<file path="src/rtl/wb_arb_pkg.sv">
// Shared definitions for the two-master Wishbone UART arbiter.
//   NUM_MASTERS  : number of requesting masters (fixed at 2)
//   TIMEOUT_DATA : read data returned to a master whose cycle was force-terminated
//   arb_state_e  : arbiter FSM states
package wb_arb_pkg;

    localparam int unsigned NUM_MASTERS  = 2;
    localparam logic [31:0] TIMEOUT_DATA = 32'hDEAD_BEEF;

    typedef enum logic {
        StIdle,
        StBusy
    } arb_state_e;

endpackage

</file>
<file path="src/rtl/wb_uart_arb_if.sv">
// Bus bundle between the two Wishbone masters, the arbiter and the UART slave.
// Masters' signals are packed: master i occupies bit i of the 2-bit vectors and
// bits [32i+31:32i] of the 64-bit vectors.
//   modport slave  : the arbiter's view (accepts master requests, drives the UART port)
//   modport master : the environment's view (masters + UART model)
interface wb_uart_arb_if;
    import wb_arb_pkg::*;

    logic [NUM_MASTERS-1:0]    m_cyc;
    logic [NUM_MASTERS-1:0]    m_stb;
    logic [NUM_MASTERS-1:0]    m_we;
    logic [32*NUM_MASTERS-1:0] m_addr;
    logic [32*NUM_MASTERS-1:0] m_data_i;
    logic [31:0]               m_data_o;
    logic [NUM_MASTERS-1:0]    m_ack;

    logic                      s_cyc;
    logic                      s_stb;
    logic                      s_we;
    logic [31:0]               s_addr;
    logic [31:0]               s_data_o;
    logic [31:0]               s_data_i;
    logic                      s_ack;

    modport slave (
        input  m_cyc, m_stb, m_we, m_addr, m_data_i, s_data_i, s_ack,
        output m_data_o, m_ack, s_cyc, s_stb, s_we, s_addr, s_data_o
    );

    modport master (
        output m_cyc, m_stb, m_we, m_addr, m_data_i, s_data_i, s_ack,
        input  m_data_o, m_ack, s_cyc, s_stb, s_we, s_addr, s_data_o
    );

endinterface

</file>
<file path="src/rtl/wb_rr_pick.sv">
// Combinational two-way round-robin selector.
//   req_i  : request vector, bit i = master i
//   last_i : index of the master that owned the bus most recently
//   win_o  : one-hot winner, 00 when nobody requests
module wb_rr_pick (
    input  logic [1:0] req_i,
    input  logic       last_i,
    output logic [1:0] win_o
);

    always_comb begin
        win_o = 2'b00;
        unique case (req_i)
            2'b01:   win_o = 2'b01;
            2'b10:   win_o = 2'b10;
            // Tie: the master that did not go last wins.
            2'b11:   win_o = last_i ? 2'b01 : 2'b10;
            default: win_o = 2'b00;
        endcase
    end

endmodule

</file>
<file path="src/rtl/wb_uart_arb.sv">
// Two-master Wishbone classic arbiter in front of the single UART slave port.
// Registers a round-robin grant, keeps ownership while the owner holds cyc, and
// muxes the owner's request to the slave and the slave's ack/data back to it.
//   clk, rst : clock and synchronous active-high reset
//   bus      : master request/response and slave port bundle (slave modport)
//   grant    : one-hot current owner, 00 when idle
//   timeout  : one-cycle pulse on forced termination
// Optional feature: define ARB_TIMEOUT_EN to force-terminate a strobe the slave
// leaves unacknowledged for TIMEOUT_CYCLES cycles (2..255). Without it timeout is 0.
module wb_uart_arb
    import wb_arb_pkg::*;
#(
    parameter int unsigned TIMEOUT_CYCLES = 16
) (
    input  logic                   clk,
    input  logic                   rst,
    wb_uart_arb_if.slave           bus,
    output logic [NUM_MASTERS-1:0] grant,
    output logic                   timeout
);

    arb_state_e             state_q, state_d;
    logic [NUM_MASTERS-1:0] grant_q, grant_d;
    logic                   last_q, last_d;
    logic [NUM_MASTERS-1:0] win;
    logic                   gi;

    logic                   s_cyc, s_stb, s_we;
    logic [31:0]            s_addr, s_data_o, m_data_o;
    logic [NUM_MASTERS-1:0] m_ack;
    logic                   to_fire;

    wb_rr_pick u_pick (
        .req_i  (bus.m_cyc),
        .last_i (last_q),
        .win_o  (win)
    );

    // grant_q is one-hot when busy, so its upper bit is the owner's index.
    assign gi = grant_q[1];

`ifdef ARB_TIMEOUT_EN
    logic [7:0] cnt_q, cnt_d;

    assign to_fire = (state_q == StBusy) && (cnt_q == 8'(TIMEOUT_CYCLES));

    always_comb begin
        cnt_d = cnt_q;
        if (state_q == StIdle) begin
            // Held at zero while idle, so every BUSY entry starts from zero.
            cnt_d = 8'd0;
        end else if (to_fire || bus.s_ack) begin
            cnt_d = 8'd0;
        end else if (s_stb) begin
            cnt_d = cnt_q + 8'd1;
        end
    end

    always_ff @(posedge clk) begin
        if (rst) begin
            cnt_q <= 8'd0;
        end else begin
            cnt_q <= cnt_d;
        end
    end
`else
    assign to_fire = 1'b0;

    logic [39:0] unused_cfg;
    assign unused_cfg = {8'(TIMEOUT_CYCLES), TIMEOUT_DATA};
`endif

    // Datapath mux, driven purely from the registered grant.
    always_comb begin
        s_cyc    = 1'b0;
        s_stb    = 1'b0;
        s_we     = 1'b0;
        s_addr   = 32'd0;
        s_data_o = 32'd0;
        m_ack    = '0;
        m_data_o = 32'd0;
        if (state_q == StBusy) begin
            s_cyc    = bus.m_cyc[gi];
            s_stb    = bus.m_stb[gi];
            s_we     = bus.m_we[gi];
            s_addr   = gi ? bus.m_addr[63:32]   : bus.m_addr[31:0];
            s_data_o = gi ? bus.m_data_i[63:32] : bus.m_data_i[31:0];
            m_ack    = bus.s_ack ? grant_q : '0;
            m_data_o = bus.s_data_i;
            if (to_fire) begin
                // Terminate the stalled strobe towards the slave and complete it
                // to the master with a recognisable error pattern.
                s_stb    = 1'b0;
                m_ack    = grant_q;
                m_data_o = TIMEOUT_DATA;
            end
        end
    end

    assign bus.s_cyc    = s_cyc;
    assign bus.s_stb    = s_stb;
    assign bus.s_we     = s_we;
    assign bus.s_addr   = s_addr;
    assign bus.s_data_o = s_data_o;
    assign bus.m_ack    = m_ack;
    assign bus.m_data_o = m_data_o;
    assign grant        = grant_q;
    assign timeout      = to_fire;

    always_comb begin
        state_d = state_q;
        grant_d = grant_q;
        last_d  = last_q;
        unique case (state_q)
            StIdle: begin
                if (|bus.m_cyc) begin
                    grant_d = win;
                    state_d = StBusy;
                end
            end
            StBusy: begin
                // Release only; arbitration waits for the following idle cycle.
                if (!bus.m_cyc[gi]) begin
                    last_d  = gi;
                    grant_d = '0;
                    state_d = StIdle;
                end
            end
        endcase
    end

    always_ff @(posedge clk) begin
        if (rst) begin
            state_q <= StIdle;
            grant_q <= '0;
            last_q  <= 1'b1;
        end else begin
            state_q <= state_d;
            grant_q <= grant_d;
            last_q  <= last_d;
        end
    end

endmodule

</file>
<file path="src/flat_wrapper.sv">
// flat-port wrapper written by rule: the top's interface ports become plain ports
module wb_uart_arb_flat import wb_arb_pkg::*;
#(
    parameter int unsigned TIMEOUT_CYCLES = 16
)
  (clk, rst, grant, timeout, bus_m_cyc, bus_m_stb, bus_m_we, bus_m_addr, bus_m_data_i, bus_s_data_i, bus_s_ack, bus_m_data_o, bus_m_ack, bus_s_cyc, bus_s_stb, bus_s_we, bus_s_addr, bus_s_data_o);
  wb_uart_arb_if bus_i ();
  input  logic clk;
  input  logic rst;
  output logic [NUM_MASTERS-1:0] grant;
  output logic timeout;
  input wire logic [$bits(bus_i.m_cyc)-1:0] bus_m_cyc;
  input wire logic [$bits(bus_i.m_stb)-1:0] bus_m_stb;
  input wire logic [$bits(bus_i.m_we)-1:0] bus_m_we;
  input wire logic [$bits(bus_i.m_addr)-1:0] bus_m_addr;
  input wire logic [$bits(bus_i.m_data_i)-1:0] bus_m_data_i;
  input wire logic [$bits(bus_i.s_data_i)-1:0] bus_s_data_i;
  input wire logic [$bits(bus_i.s_ack)-1:0] bus_s_ack;
  output wire logic [$bits(bus_i.m_data_o)-1:0] bus_m_data_o;
  output wire logic [$bits(bus_i.m_ack)-1:0] bus_m_ack;
  output wire logic [$bits(bus_i.s_cyc)-1:0] bus_s_cyc;
  output wire logic [$bits(bus_i.s_stb)-1:0] bus_s_stb;
  output wire logic [$bits(bus_i.s_we)-1:0] bus_s_we;
  output wire logic [$bits(bus_i.s_addr)-1:0] bus_s_addr;
  output wire logic [$bits(bus_i.s_data_o)-1:0] bus_s_data_o;
  assign bus_i.m_cyc = bus_m_cyc;
  assign bus_i.m_stb = bus_m_stb;
  assign bus_i.m_we = bus_m_we;
  assign bus_i.m_addr = bus_m_addr;
  assign bus_i.m_data_i = bus_m_data_i;
  assign bus_i.s_data_i = bus_s_data_i;
  assign bus_i.s_ack = bus_s_ack;
  assign bus_m_data_o = bus_i.m_data_o;
  assign bus_m_ack = bus_i.m_ack;
  assign bus_s_cyc = bus_i.s_cyc;
  assign bus_s_stb = bus_i.s_stb;
  assign bus_s_we = bus_i.s_we;
  assign bus_s_addr = bus_i.s_addr;
  assign bus_s_data_o = bus_i.s_data_o;
  wb_uart_arb #(.TIMEOUT_CYCLES(TIMEOUT_CYCLES)) u_core (.clk(clk), .rst(rst), .bus(bus_i), .grant(grant), .timeout(timeout));
endmodule
</file>
<file path="config.mk">
export PLATFORM = sky130hd
export DESIGN_NAME = wb_uart_arb_flat
export DESIGN_NICKNAME = d
export VERILOG_FILES = /design/src/rtl/wb_arb_pkg.sv /design/src/rtl/wb_uart_arb_if.sv /design/src/rtl/wb_rr_pick.sv /design/src/rtl/wb_uart_arb.sv /design/src/flat_wrapper.sv
export SDC_FILE = /design/constraint.sdc
export NUM_CORES = 1
export LEC_CHECK = 0
export ABC_AREA = 0
export BUFFER_PORTS_ARGS = -buffer_cell sky130_fd_sc_hd__buf_2
export CORE_AREA = 3 3 104 106
export DETAILED_ROUTE_END_ITERATION = 6
export DIE_AREA = 0 0 107 109
export SLEW_MARGIN = 20
export SYNTH_ARGS = -nofsm -noshare
export SYNTH_HDL_FRONTEND = slang
export SYNTH_HIERARCHICAL = 1
export SYNTH_SLANG_ARGS = --single-unit
</file>
<file path="constraint.sdc">
create_clock -name clk -period 1.4 [get_ports clk]
set_input_delay 0.28 -clock clk [delete_from_list [all_inputs] [get_ports clk]]
set_output_delay 0.28 -clock clk [all_outputs]
set_load 0.01 [all_outputs]
</file>
==> results of run 1 <==
[cell type report]
class,count,area [um2],share of cell area
Inverter,2,7.51,0.00188
Multi-Input combinational cell,186,1540,0.385
Tap cell,133,166,0.0416
Clock buffer,4,45.0,0.0113
Sequential cell,4,87.6,0.0219
Timing Repair Buffer,307,2150,0.538
[sequential cells by signal, indices dropped and copies added (netlist names)]
signal / count
u_core/last_q: 1
u_core/state_q: 1
u_core/grant: 2
[final timing paths]
| kind | start | cells after the start | end |
|---|---|---|---|
| worst max-delay path | u_core/grant[1]$_SDFFE_PP0P_ | 5 | bus_s_data_o[9] |
| worst min-delay path | rst | 2 | u_core/grant[1]$_SDFFE_PP0P_ |
| worst max register to register | u_core/grant[1]$_SDFFE_PP0P_ | 6 | u_core/grant[0]$_SDFFE_PP0P_ |
| worst min register to register | u_core/last_q$_SDFFE_PP1P_ | 2 | u_core/last_q$_SDFFE_PP1P_ |
[Yosys cell counts]
library cell   n  area, um2
mux2i_1       67        671
nor2b_1       67        419
and2_1        32        200
buf_4          8       60.1
buf_2          6       30.0
clkbuf_1       6       22.5
dfxtp_1        4       80.1
a21oi_1        3       15.0
a31oi_1        2       12.5
and3_1         2       12.5
inv_1          2       7.51
nand2_1        2       7.51
nand3b_1       2       15.0
a211oi_1       1       7.51
a21boi_0       1       7.51
a21boi_1       1       7.51
buf_6          1       11.3
conb_1         1       3.75
nand2b_1       1       6.26
nor2_1         1       3.75
nor4b_2        1       15.0
o21ba_2        1       10.0
o21bai_1       1       7.51
[cells by family after synthesis]
family,count (synthesis),share of synthesized area
muxes,67,0.411
and+or+nand+nor,108,0.416
AOI/OAI and AO/OA,10,0.0414
buffers and inverters,23,0.0805
other,1,0.00230
DFF,4,0.0490
[power groups by stage]
stage | sequential, mW | combinational, mW | clock [mW]
6_report | 0.138 | 1.32 | 0.251
5_1_grt | 0.140 | 1.42 | 0.269
4_1_cts | 0.140 | 0.965 | 0.260
3_5_place_dp | 0.142 | 0.951 | 0
3_3_place_gp | 0.141 | 0.932 | 0
2_1_floorplan | 0.133 | 0.487 | 0
[timing repair]
item                                    in CTS  in global routing
setup buffers                                2                  9
endpoints found under the setup margin      68                101
cloned                                       0                 18
resized for setup                            2                 84
hold buffers                                 0                  0
[stage by stage]
step	utilization	setup WS (ns)	TNS (ns)
finish	0.405	-0.177	-8.43
global route	0.405	-0.228	-13.33
CTS	0.327	-0.158	-7.73
detailed placement	0.320	0.0727	0
global placement	0.320	0.109	0
floorplan	-	0.125	0
[routing by layer]
metal / GRT usage / wire length (um) / part of all wire
met1: 0.108 / 3670 / 0.38
met2: 0.218 / 5030 / 0.52
met3: 0.0320 / 944 / 0.097
met4: 0.0146 / 94 / 0.0096
met5: 0 / 0 / 0
==> impl_metrics.csv, run 1 <==
group,metric,value,unit
detailed_routing,drc_errors,0,
clock_tree,htreeDepth,1,
synthesis,ys_ff_latch,4,
worst_setup_path,cp-start-kind,"flip-flop",
worst_setup_path,arrival,1.30,ns
timing,fmax,634,MHz
clock_tree,cts_num_sinks,4,
synthesis,ys_types,23,
power_and_ir_drop,cellLeakagePower,2.09,nW
global_route,antenna_found_initial,0,
floorplanning,die_height,109,um
synthesis,mappedNetlistArea,1630,um2
timing,worst_slack,-0.177,ns
clock_tree,cts_tree,"yes",
layout,fin_nets,673,
layout,final_common_cell,"buf_2",
power_and_ir_drop,p_clk_frac,0.147,
global_route,grt_usage,0.107,
power_and_ir_drop,power,1.71,mW
detailed_routing,vias,2638,
timing,fin_crit_sh,1.13,
synthesis,synth_area_per_cell,7.67,um2
layout,drive_above_1_share,0.702,
power_and_ir_drop,switching_share,0.357,
floorplanning,fp.coreArea,9860,um2
power_and_ir_drop,ir_drop,214,uV
place,placed_area,3150,um2
job,maxCapViolCount,0,
detailed_routing,ant_nets,0,
clock_tree,clock_latency,0.21,ns
worst_setup_path,slowest_stage,"dfxtp_4",
detailed_routing,first_iter_violations,119,
worst_setup_path,crit_fanout,6,
worst_setup_path,cp.required,1.12,ns
worst_setup_path,rrSetupSlack,0.10,ns
timing,finalSetupViolCount,74,
place,numPortBuffers,271,
detailed_routing,wl,9740,um
worst_setup_path,crit_family,"buffers and inverters",
place,dpl.hpwl,6310,um
outcome,outcome,"finished with violations",
clock_tree,max-clock-path-buffers,2,
clock_tree,cts_root_buffer,"clkbuf_8",
floorplanning,rows,36,
floorplanning,start_util,0.166,
timing,slew_viol_final,0,
power_and_ir_drop,p_switching,0.610,mW
global_route,grt_pass1_vias,2366,
worst_setup_path,critPathKind,"flip-flop to output pin",
synthesis,synth_fp_nets,382,
synthesis,yosysSeqAreaShare,0.0490,
worst_hold_path,hold_class,"input pin to flip-flop",
power_and_ir_drop,intPower,1.10,mW
layout,antenna_cells,0,
global_route,grt_pass1_wl,10300,um
worst_setup_path,max_stage_delay,0.36,ns
layout,layout_common_cells,"243 x buf_2, 67 x nor2b_1, 60 x mux2i_1",
worst_setup_path,path_buf_inv,3,
timing,rsz0062_at_grt,"true",
place,gp_congestion,0.713,
clock_tree,cts_made_buffers,3,
detailed_routing,wire_per_inst,15.3,um
floorplanning,num_io_pins,273,
layout,final_cells,636,
layout,fin_area,4000,um2
detailed_routing,drtPass1Iterations,4,
floorplanning,chipWidth,107,um
global_route,grt_max_degree,56,
timing,whs,0.263,ns
layout,syn_to_final_growth,145,%
power_and_ir_drop,pwr-share-seq,0.081,
global_route,grt_remaining_overflow,0,
power_and_ir_drop,p_comb_frac,0.772,
place,dp_cells,603,
power_and_ir_drop,powerDensity,428,nW/um2
timing,fin_crit,1.58,ns
layout,n_fill_cell,980,
detailed_routing,viasPerCell,4.15,
worst_setup_path,path_cells,"buf_4 > clkbuf_16 > mux2i_1 > nor2b_1 > buf_2",
worst_setup_path,endpoint_kind,"output pin",
synthesis,synth_cells,213,
clock_tree,cts.clk_slew.worst_paths,0.03,ns
floorplanning,die-area,11700,um2
timing,skew,0.00257,ns
timing,hold_viol,0,
outcome,violations,"negative setup slack",
synthesis,ys_warn_count,6,
Power figures use the tool's default switching activity.
==> run 2: changes to the inputs <==
--- a/config.mk
+++ b/config.mk
@@ -10,7 +10,6 @@
 export CORE_AREA = 3 3 104 106
 export DETAILED_ROUTE_END_ITERATION = 6
 export DIE_AREA = 0 0 107 109
-export SLEW_MARGIN = 20
 export SYNTH_ARGS = -nofsm -noshare
 export SYNTH_HDL_FRONTEND = slang
 export SYNTH_HIERARCHICAL = 1
==> constraint.sdc (replaced) <==
create_clock -name clk -period 1.8 [get_ports clk]
set_input_delay 0.36 -clock clk [delete_from_list [all_inputs] [get_ports clk]]
set_output_delay 0.36 -clock clk [all_outputs]
set_load 0.01 [all_outputs]
==> run 2 against run 1 <==
Net effect:
- the flow now finishes without violations
- clock-buffer cell count unchanged
- critical path depth decreased by 1
- cell count decreased by 5.0%
- global-route usage decreased by 0.71 points
- clock skew increased by 0.0046 ns
==> impl_metrics.csv, run 2 (same netlist as run 1, synthesis figures left out) <==
group,metric,value,unit
job,maxCapViolCount,0,
detailed_routing,first_iter_violations,73,
layout,layout_common_cells,"271 x buf_2, 67 x mux2i_1, 67 x nor2b_1",
timing,skew,0.00712,ns
clock_tree,htreeDepth,1,
worst_hold_path,hold_class,"input pin to flip-flop",
worst_setup_path,max_stage_delay,0.39,ns
detailed_routing,wire_per_inst,11.8,um
clock_tree,cts_root_buffer,"clkbuf_8",
worst_setup_path,crit_family,"flip-flops",
timing,whs,0.347,ns
power_and_ir_drop,powerDensity,325,nW/um2
outcome,outcome,"completed",
timing,tns,0,ns
global_route,antenna_found_initial,0,
place,gp_congestion,0.711,
clock_tree,cts_resized,0,
timing,fin_crit,1.69,ns
worst_setup_path,slowest_stage,"dfxtp_4",
timing,rsz0062_at_grt,"false",
layout,largest_register_ffs,2,
floorplanning,die-area,11700,um2
floorplanning,fp.coreArea,9860,um2
layout,antenna_cells,0,
worst_setup_path,path_buf_inv,2,
floorplanning,chipWidth,107,um
layout,fin_area,3160,um2
detailed_routing,drtPass1Iterations,6,
detailed_routing,wl,7120,um
layout,syn_to_final_growth,93.6,%
timing,finalSetupViolCount,0,
worst_setup_path,arrival,1.33,ns
worst_setup_path,cp-start-kind,"flip-flop",
place,placed_area,3120,um2
worst_setup_path,cp.required,1.44,ns
global_route,busiest_layer,"met2",
global_route,grt_pass1_vias,2175,
global_route,grt_usage,0.0998,
floorplanning,num_io_pins,273,
global_route,met3_usage,0.0272,
clock_tree,post_cts_buffers,0,
global_route,use_met2,0.201,
clock_tree,cts_made_buffers,3,
detailed_routing,drc_errors,0,
layout,n_fill_cell,1053,
timing,fmax,592,MHz
place,numPortBuffers,271,
power_and_ir_drop,cellLeakagePower,1.74,nW
detailed_routing,viasPerCell,4.04,
layout,drive_above_1_share,0.599,
power_and_ir_drop,ir_drop,218,uV
global_route,grt_pass1_wl,9640,um
timing,slew_viol_final,0,
layout,fin_nets,641,
layout,final_common_cell,"buf_2",
floorplanning,rows,36,
detailed_routing,ant_nets,0,
worst_setup_path,endpoint_kind,"output pin",
global_route,grt_remaining_overflow,0,
detailed_routing,vias,2443,
timing,fin_crit_sh,0.939,
clock_tree,cts_num_sinks,4,
clock_tree,cts_tree,"yes",
worst_setup_path,critPathKind,"flip-flop to output pin",
timing,hold_viol,0,
clock_tree,hold_buffers,0,
power_and_ir_drop,power,1.03,mW
place,dpl.hpwl,6090,um
floorplanning,die_height,109,um
global_route,grt_max_degree,57,
worst_setup_path,crit_fanout,35,
clock_tree,max-clock-path-buffers,2,
floorplanning,start_util,0.166,
clock_tree,cts.clk_slew.worst_paths,0.03,ns
worst_setup_path,path_cells,"buf_12 > mux2i_1 > nor2b_1 > buf_2",
clock_tree,clock_latency,0.22,ns
global_route,grt_util_met1,0.106,
run 2: changes by cell type in the layout (fill, tap and decap cells not counted), moves of 7 or more:
| cell | change |
|---|---|
| mux2i_1 | +7 |
| clkbuf_16 | -10 |
| and2_4 | -31 |
| buf_2 | +28 |
| buf_6 | -32 |
| and2_1 | +31 |
| buf_8 | -8 |
run 2: final cells by class:
cell class / count / area (um2) / area share
timing repair buffer: 275 / 1440 / 0.454
multi-input combinational: 186 / 1420 / 0.450
sequential: 4 / 85.1 / 0.0269
inverter: 2 / 7.51 / 0.00237
tap: 133 / 166 / 0.0526
clock buffer: 4 / 45.0 / 0.0142
run 2: per-layer routing:
layer | vias to the layer above | wire length [um]
met5 | - | 0
met4 | 0 | 59
met3 | 4 | 742
met2 | 158 | 3800
met1 | 1061 | 2510
li1 | 1220 | -
run 2: path summary, 6_finish.rpt:
path | to | cells after the start | slack [ns] | from
setup / recovery | bus_s_data_o[8] | 4 | 0.11 | u_core/grant[1]$_SDFFE_PP0P_
hold / removal | u_core/grant[1]$_SDFFE_PP0P_ | 2 | 0.35 | rst
setup reg to reg | u_core/grant[1]$_SDFFE_PP0P_ | 4 | 0.61 | u_core/grant[1]$_SDFFE_PP0P_
hold reg to reg | u_core/last_q$_SDFFE_PP1P_ | 2 | 0.58 | u_core/last_q$_SDFFE_PP1P_
run 2: report_power, final:
part           total, mW  switching (mW)  internal (mW)  leakage, nW
clock              0.196          0.0446          0.151       0.0228
sequential         0.109          0.0119         0.0969       0.0340
combinational      0.722           0.329          0.393         1.68
run 2: through the flow:
stage / cells / setup slack [ns] / util
detailed placement: 600 / 0.347 / 0.316
global placement: 600 / 0.383 / 0.316
finish: 604 / 0.110 / 0.321
CTS: 604 / 0.113 / 0.321
global route: 604 / 0.0379 / 0.321
floorplan: 213 / 0.445 / -
==> run 3: changes to the inputs <==
--- a/config.mk
+++ b/config.mk
@@ -6,10 +6,10 @@
 export NUM_CORES = 1
 export LEC_CHECK = 0
 export ABC_AREA = 0
-export BUFFER_PORTS_ARGS = -buffer_cell sky130_fd_sc_hd__buf_2
 export CORE_AREA = 3 3 104 106
 export DETAILED_ROUTE_END_ITERATION = 6
 export DIE_AREA = 0 0 107 109
+export DONT_BUFFER_PORTS = 1
 export SYNTH_ARGS = -nofsm -noshare
 export SYNTH_HDL_FRONTEND = slang
 export SYNTH_HIERARCHICAL = 1
==> constraint.sdc (replaced) <==
create_clock -name clk -period 1.8 [get_ports clk]
set_input_delay 0.09 -clock clk [delete_from_list [all_inputs] [get_ports clk]]
set_output_delay 0.09 -clock clk [all_outputs]
set_load 0.01 [all_outputs]
==> run 3 against run 2 <==
Net effect:
- non-clock buffer count fell by 271
- global-route usage shrank 2.2 points
- hold slack worse by 0.26 ns
- critical path type unchanged
- critical endpoint is now bus_s_data_o[17]
- highest routed layer unchanged
==> impl_metrics.csv, run 3 (same netlist as run 1, synthesis figures left out) <==
group,metric,value,unit
power_and_ir_drop,powerDensity,406,nW/um2
global_route,grt_max_degree,87,
layout,largest_register_ffs,2,
power_and_ir_drop,p_clk_frac,0.280,
floorplanning,die_height,109,um
detailed_routing,drc_errors,0,
layout,layout_common_cells,"67 x mux2i_1, 67 x nor2b_1, 32 x and2_1",
global_route,grt_remaining_overflow,0,
clock_tree,cts_num_sinks,4,
detailed_routing,viasPerCell,4.51,
clock_tree,max-clock-path-buffers,2,
clock_tree,htreeDepth,1,
power_and_ir_drop,p_comb_frac,0.552,
timing,tns,0,ns
clock_tree,cts.clk_slew.worst_paths,0.03,ns
power_and_ir_drop,pwr-share-seq,0.168,
detailed_routing,drtPass1Iterations,4,
timing,slew_viol_final,0,
detailed_routing,vias,1501,
detailed_routing,ant_nets,0,
global_route,antenna_found_initial,0,
detailed_routing,wl,5940,um
worst_setup_path,slowest_stage,"dfxtp_2",
global_route,grt_pass1_vias,1303,
floorplanning,start_util,0.166,
place,numPortBuffers,0,
worst_setup_path,cp-start-kind,"flip-flop",
detailed_routing,first_iter_violations,74,
floorplanning,rows,36,
job,maxCapViolCount,0,
power_and_ir_drop,switching_share,0.421,
power_and_ir_drop,p_switching,0.307,mW
worst_hold_path,hold_class,"input pin to flip-flop",
worst_setup_path,crit_family,"flip-flops",
timing,fin_crit,1.48,ns
place,dp_slack,0.555,ns
outcome,outcome,"completed",
place,gp_congestion,0.756,
worst_setup_path,endpoint_kind,"output pin",
timing,rsz0062_at_grt,"false",
floorplanning,fp.coreArea,9860,um2
power_and_ir_drop,intPower,0.422,mW
timing,finalSetupViolCount,0,
layout,syn_to_final_growth,9.96,%
layout,n_fill_cell,1081,
layout,final_cells,333,
layout,antenna_cells,0,
clock_tree,cts_tree,"yes",
worst_setup_path,critPathKind,"flip-flop to output pin",
timing,fin_crit_sh,0.820,
floorplanning,num_io_pins,273,
place,dpl.hpwl,5030,um
detailed_routing,wire_per_inst,17.8,um
clock_tree,cts_root_buffer,"clkbuf_8",
clock_tree,clock_latency,0.22,ns
worst_setup_path,path_cells,"buf_12 > nor2b_1",
global_route,grt_pass1_wl,6890,um
layout,multi_input_area,1420,um2
place,dp_cells,328,
layout,fin_nets,370,
timing,skew,0.00151,ns
worst_setup_path,crit_fanout,86,
worst_setup_path,arrival,1.39,ns
timing,fmax,678,MHz
clock_tree,cts_made_buffers,3,
worst_setup_path,path_buf_inv,1,
floorplanning,die-area,11700,um2
timing,hold_viol,0,
power_and_ir_drop,power,0.729,mW
layout,ff_latch_area,85.1,um2
timing,worst_slack,0.324,ns
power_and_ir_drop,ir_drop,119,uV
worst_setup_path,cp.required,1.71,ns
power_and_ir_drop,cellLeakagePower,0.546,nW
worst_setup_path,max_stage_delay,0.55,ns
global_route,grt_usage,0.0776,
layout,drive_above_1_share,0.0500,
floorplanning,chipWidth,107,um
==> run 3: cell count changes in the layout (fill, tap and decap cells not counted) <==
| cell | before | now |
|---|---|---|
| buf_12 | 4 | 3 |
| dlygate4sd3_1 | 0 | 1 |
| buf_2 | 271 | 0 |
==> run 3: final timing paths <==
path                                 from  cells past startpoint                           end  slack, ns
max             u_core/state_q$_SDFF_PP0_                      2              bus_s_data_o[17]       0.32
min                          bus_m_cyc[0]                      3  u_core/grant[1]$_SDFFE_PP0P_       0.08
max reg2reg  u_core/grant[1]$_SDFFE_PP0P_                      3  u_core/grant[0]$_SDFFE_PP0P_       0.64
min reg2reg    u_core/last_q$_SDFFE_PP1P_                      2    u_core/last_q$_SDFFE_PP1P_       0.60
==> run 3: final cells by class <==
| cell class | count | share of cell area |
|---|---|---|
| Tap cell | 133 | 0.0927 |
| Timing Repair Buffer | 4 | 0.0390 |
| Clock buffer | 4 | 0.0251 |
| Sequential cell | 4 | 0.0474 |
| Multi-Input combinational cell | 186 | 0.792 |
| Inverter | 2 | 0.00418 |
==> run 3: repair_timing <==
action	CTS	global route
hold endpoints to repair	4	0
setup buffers	0	0
resized for setup	0	0
hold buffers	1	0
==> run 3: power by group through the flow <==
stage	clock, mW	sequential [mW]	combinational [mW]
after CTS	0.209	0.123	0.409
after global routing	0.212	0.125	0.437
final	0.204	0.122	0.403
after floorplan	0	0.103	0.379
after detailed placement	0	0.124	0.405
after global placement	0	0.121	0.396
==> run 3: routing by layer <==
layer	vias up	part of all wire	routed length [um]	GRT usage
li1	675	-	-	-
met5	-	0	0	0
met3	4	0.13	743	0.0266
met4	0	0.0049	29	0.0146
met1	667	0.28	1670	0.0608
met2	155	0.59	3500	0.176
==> run 3: metrics by stage <==
step	cell area [um2]	hold slack (ns)	utilization
2_1_floorplan	1630	0.159	-
3_3_place_gp	1740	0.158	0.176
3_5_place_dp	1740	0.156	0.176
4_1_cts	1800	0.0804	0.182
5_1_grt	1800	0.104	0.182
6_report	1800	0.0839	0.182
==> run 3: worst reg2reg max path, delay by kind of cell (launching register included) <==
kind | cells | cell delay, ns
flops | 1 | 0.49
mux | 1 | 0.32
simple gates | 1 | 0.15
compound gates | 1 | 0.07
